[config.mk]
export PLATFORM = sky130hd
export DESIGN_NAME = seq_detect_ctrl
export DESIGN_NICKNAME = d
export VERILOG_FILES = /design/src/rtl/seq_detect_ctrl.sv
export SDC_FILE = /design/constraint.sdc
export NUM_CORES = 1
export LEC_CHECK = 0
export CELL_PAD_IN_SITES_DETAIL_PLACEMENT = 0
export CELL_PAD_IN_SITES_GLOBAL_PLACEMENT = 1
export CORE_MARGIN = 2
export CORE_UTILIZATION = 41
export CTS_CLUSTER_SIZE = 20
export DETAILED_ROUTE_END_ITERATION = 10
export PLACE_DENSITY = 0.77
export SLEW_MARGIN = 20
export SYNTH_ARGS = -nofsm -noshare
export SYNTH_HDL_FRONTEND = slang
export SYNTH_SLANG_ARGS = --single-unit
[constraint.sdc]
create_clock -name clk -period 3.32 [get_ports clk]
set_input_delay 0.996 -clock clk [delete_from_list [all_inputs] [get_ports clk]]
set_output_delay 0.996 -clock clk [all_outputs]
set_load 0.01 [all_outputs]
[src/rtl/seq_detect_ctrl.sv]
// Programmable serial sequence detector with run control, saturating match counter
// and a sticky target-reached interrupt that holds the engine in DONE until acknowledged.
module seq_detect_ctrl #(
    parameter int MAX_LEN = 8,
    parameter int LEN_W   = 4,
    parameter int CNT_W   = 8
) (
    input  logic               clk,
    input  logic               rst,
    input  logic               cfg_we,
    input  logic [MAX_LEN-1:0] cfg_pattern,
    input  logic [LEN_W-1:0]   cfg_len,
    input  logic               cfg_overlap,
    input  logic [CNT_W-1:0]   cfg_target,
    input  logic               start,
    input  logic               stop,
    input  logic               X,
    input  logic               x_valid,
    input  logic               irq_ack,
    output logic               Y,
    output logic [CNT_W-1:0]   match_count,
    output logic               busy,
    output logic               irq,
    output logic [1:0]         state
);

    typedef enum logic [1:0] {
        S_IDLE  = 2'b00,
        S_ARMED = 2'b01,
        S_DONE  = 2'b10
    } state_t;

    localparam logic [LEN_W-1:0] LEN_MAX = LEN_W'(MAX_LEN);
    localparam logic [LEN_W-1:0] LEN_MIN = LEN_W'(2);
    localparam logic [CNT_W-1:0] CNT_MAX = '1;

    state_t             r_state;
    logic [MAX_LEN-1:0] r_pattern;
    logic [LEN_W-1:0]   r_len;
    logic               r_overlap;
    logic [CNT_W-1:0]   r_target;
    logic [MAX_LEN-1:0] r_hist;
    logic [LEN_W-1:0]   r_fill;
    logic [CNT_W-1:0]   r_count;
    logic               r_irq;

    logic [MAX_LEN:0]   w_window;
    logic [MAX_LEN:0]   w_mask;
    logic [LEN_W-1:0]   w_lenM1;
    logic [CNT_W-1:0]   w_countNext;
    logic [LEN_W-1:0]   w_fillNext;
    logic               w_cfgOk;
    logic               w_match;

    // The newest bit sits at window bit 0; the mask keeps only the low cfg_len bits.
    always_comb begin
        w_mask = '0;
        for (int i = 0; i <= MAX_LEN; i++) begin
            w_mask[i] = (LEN_W'(i) < r_len);
        end
        w_window    = {r_hist, X};
        w_lenM1     = r_len - LEN_W'(1);
        w_countNext = (r_count == CNT_MAX) ? r_count : r_count + CNT_W'(1);
        w_fillNext  = (r_fill == LEN_MAX) ? r_fill : r_fill + LEN_W'(1);
        w_cfgOk     = (cfg_len >= LEN_MIN) && (cfg_len <= LEN_MAX);
        w_match     = (r_state == S_ARMED) && x_valid && !stop &&
                      (r_fill >= w_lenM1) &&
                      ((w_window & w_mask) == ({1'b0, r_pattern} & w_mask));
    end

    always_ff @(posedge clk or negedge rst) begin
        if (!rst) begin
            r_state   <= S_IDLE;
            r_pattern <= '0;
            r_len     <= LEN_MAX;
            r_overlap <= 1'b1;
            r_target  <= '0;
            r_hist    <= '0;
            r_fill    <= '0;
            r_count   <= '0;
            r_irq     <= 1'b0;
        end else begin
            case (r_state)
                S_IDLE: begin
                    if (cfg_we && w_cfgOk) begin
                        r_pattern <= cfg_pattern;
                        r_len     <= cfg_len;
                        r_overlap <= cfg_overlap;
                        r_target  <= cfg_target;
                    end
                    if (start && !stop) begin
                        r_state <= S_ARMED;
                        r_hist  <= '0;
                        r_fill  <= '0;
                        r_count <= '0;
                    end
                end
                S_ARMED: begin
                    if (stop) begin
                        r_state <= S_IDLE;
                    end else if (x_valid) begin
                        r_hist <= w_window[MAX_LEN-1:0];
                        if (w_match) begin
                            r_count <= w_countNext;
                            r_fill  <= r_overlap ? w_fillNext : '0;
                            if ((r_target != '0) && (w_countNext == r_target)) begin
                                r_state <= S_DONE;
                                r_irq   <= 1'b1;
                            end
                        end else begin
                            r_fill <= w_fillNext;
                        end
                    end
                end
                S_DONE: begin
                    if (irq_ack || stop) begin
                        r_state <= S_IDLE;
                        r_irq   <= 1'b0;
                    end
                end
                default: r_state <= S_IDLE;
            endcase
        end
    end

    assign Y           = w_match;
    assign match_count = r_count;
    assign busy        = (r_state != S_IDLE);
    assign irq         = r_irq;
    assign state       = r_state;

endmodule

==> run_results.csv <==
group,metric,value,unit
yosys,netlist_instances,259,
yosys,yosys_warnings,0,
clock_network,numClockSinks,44,
worst_setup_path,cpPeakStageDelay,0.35,ns
worst_setup_path,crit_fanout,2,
timing,skew,0.00863,ns
run,max-cap-violations,0,
floorplan,die_area,6940,um2
clock_network,clk_pin_slew,0.09,ns
power,p_clk_share,29.0,%
worst_setup_path,end_kind,"output port",
final_layout,stdcell_count,387,
timing,maxSlewHeadroom,57.7,%
floorplan,coreArea,5990,um2
worst_setup_path,path_cells,"buf_6 > xnor2_4 > a21oi_1 > a211o_1 > a2111o_1 > nor3_4 > buf_2",
power,swShare,29.9,%
routing,vias_per_cell,5.40,
global_route,grt.overflow.total,0,
routing,routed_wl,5750,um
final_layout,drive_above_1_share,17.9,%
yosys,synthArstFlopShare,100,%
yosys,synth_seq_cells,44,
routing,drc,0,
power,p_sw,459,uW
timing,holdWs,0.519,ns
floorplan,initial_core_util,43.0,%
power,ir_drop,0.238,mV
timing,fin_tns_setup,0,ns
place,dp_cells,378,
power,comb_power_share,26.0,%
place,dpl.hpwl,4230,um
place,postPlaceCellArea,3140,um2
worst_setup_path,crit_path_top_delay_cell,"a2111o_1",
yosys,synth_compound_area_share,18.2,%
power,p_int,1.08,mW
final_layout,layout_common_cells,"42 x dfrtp_1, 36 x clkdlybuf4s50_1, 21 x buf_4",
routing,drtIter0Drc,94,
final_layout,fin_nets,350,
yosys,synth_area,2580,um2
timing,worst_slew_pin_slew,0.631,ns
final_layout,final_area,3290,um2
power,p_seq_share,45.0,%
floorplan,die_h,83.3,um
worst_setup_path,path_buf_inv,2,
final_layout,final_common_cell,"dfrtp_1",
floorplan,ios,42,
worst_setup_path,cp-start-kind,"input port",
timing,min_period_over_period,97.5,%
floorplan,rows,28,
worst_setup_path,critPathKind,"in -> out",
place,gp_congestion,0.808,
yosys,syn-mean-instance-area,9.95,um2
global_route,grt_max_degree,45,
worst_setup_path,cp.arrival,2.24,ns
final_layout,diodes,0,
power,power_leakage,1.41,nW
timing,min_period,3.24,ns
yosys,synth_flop_cell,"dfrtp_1",
yosys,synthAdderAreaFrac,4.85,%
clock_network,htreeDepth,2,
floorplan,die_x,83.3,um
yosys,synth_xor_area_share,6.12,%
timing,max_freq,309,MHz
yosys,syn-num-nets,298,
final_layout,syn2layout_area_growth,27.5,%
final_layout,fillers,568,
clock_network,ctsRootBufferMaster,"clkbuf_8",
power,p_per_area,467,nW/um2
timing,final_hold_viol_count,0,
power,total_power,1.53,mW
place,pre_cts_ws,-0.822,ns
routing,vias,2091,
yosys,synth_top_family_by_area,"compound AO/OA/AOI/OAI gates",
yosys,synth_cell_types,54,
global_route,grt_pass1_vias,1991,
global_route,antenna_found_initial,0,
worst_setup_path,critPathRequiredTime,2.32,ns
yosys,yosysSeqAreaShare,42.8,%
final_layout,final_core_util,54.8,%
routing,firstDrtPassIters,4,
routing,wl_per_cell,14.9,um
yosys,synthSimpleGateAreaFrac,14.7,%
routing,ant_nets,0,
clock_network,clk_latency,0.30,ns
timing,rsz0062_at_grt,"true",
yosys,synthMuxAreaShare,8.11,%
clock_network,cts_buffers,5,
global_route,grt_first_pass_wirelength,9740,um
timing,setup_ws,0.0842,ns
yosys,synth-edff-count,0,
hold_path,min_path_type,"reg -> reg",
worst_setup_path,path_delay_family,"compound AO/OA/AOI/OAI gates",
global_route,grtUsageTotal,17.3,%
timing,setup_violations,0,
timing,drv_slew,0,
clock_network,cts_tree,"done",
outcome,outcome,"complete, no violations",
clock_network,clockBufferDepth,2,
place,io_buffers,41,
[power by group through the flow]
stage | registers, mW | logic (mW) | clock network (mW)
after floorplan | 0.674 | 0.262 | 0
after global placement | 0.697 | 0.384 | 0
after detailed placement | 0.698 | 0.393 | 0
after CTS | 0.689 | 0.396 | 0.460
after global routing | 0.704 | 0.449 | 0.479
final | 0.691 | 0.399 | 0.445
[Yosys cell counts, drive strengths merged, types with 4 or more instances]
| library cell | count | area [um2] |
|---|---|---|
| a22o | 9 | 78.8 |
| inv | 15 | 56.3 |
| ha | 10 | 125 |
| xnor2 | 11 | 96.3 |
| mux2i | 4 | 40.0 |
| mux2 | 15 | 169 |
| dfrtp | 42 | 1050 |
| nor2 | 15 | 56.3 |
| a31oi | 4 | 25.0 |
| xor2 | 7 | 61.3 |
| buf | 6 | 42.5 |
| nand3 | 10 | 50.1 |
| nor3 | 9 | 66.3 |
| o21ai | 14 | 70.1 |
| a211oi | 5 | 37.5 |
| and3 | 4 | 25.0 |
| a21oi | 12 | 60.1 |
| clkbuf | 10 | 37.5 |
| nand2 | 16 | 60.1 |
[final timing paths]
kind,to,from,depth (start not counted),slack [ns]
min in group asynchronous,match_count[6]$_DFFE_PN0P_,rst,1,0.68
max,Y,X,7,0.08
min,irq$_DFFE_PN0P_,irq$_DFFE_PN0P_,2,0.52
max in group asynchronous,r_len[2]$_DFFE_PN0P_,rst,1,2.24
min reg2reg,irq$_DFFE_PN0P_,irq$_DFFE_PN0P_,2,0.52
max reg2reg,state[0]$_DFFE_PN0P_,match_count[1]$_DFFE_PN0P_,8,0.58
[worst reg2reg max path: cells and delay by family (launching register included)]
| kind | cells | cell delay, ns |
|---|---|---|
| and+or+nand+nor | 3 | 0.85 |
| AOI/OAI and AO/OA | 3 | 0.61 |
| DFF | 1 | 0.51 |
| adders and majority gates | 1 | 0.38 |
| muxes | 1 | 0.28 |
[state kept, by name, indices dropped and copies added, names as in the netlist]
signal	count
r_overlap	1
r_len	4
r_hist	8
r_target	8
r_fill	4
irq	1
r_pattern	8
match_count	8
state	2
[layout make-up]
type                            count  area, um2  area share [%]
Clock buffer                        6       82.6            2.51
Sequential cell                    44       1100            33.6
Inverter                           15       56.3            1.71
Multi-Input combinational cell    184       1360            41.4
Tap cell                           75       93.8            2.86
Timing Repair Buffer               61        552            16.8
Clock inverter                      2       38.8            1.18
[kinds of logic (layout without fill, tap and decap cells)]
family                   Yosys count  after routing
multiplexers                      19             19
adder cells (fa/ha/maj)           10             10
AND/OR/NAND/NOR                   71             71
XOR/XNOR                          18             18
buffers and inverters             31             84
AO/OA/AOI/OAI                     66             66
flip-flops                        44             44
[per-layer routing]
metal	vias up	wire, um	track usage (%)
met3	7	243	2.88
met4	0	73	5.37
li1	1051	-	-
met1	988	2940	25.5
met2	45	2490	25.7
met5	-	0	0
[timing repair]
action / 4_1_cts / 5_1_grt
hold buffers: 0 / 0
pin swaps: 4 / 0
setup buffers: 1 / 0
endpoints found under the setup margin: 1 / 1
resized for setup: 11 / 4
No activity file was read; power rests on OpenSTA's default activity.
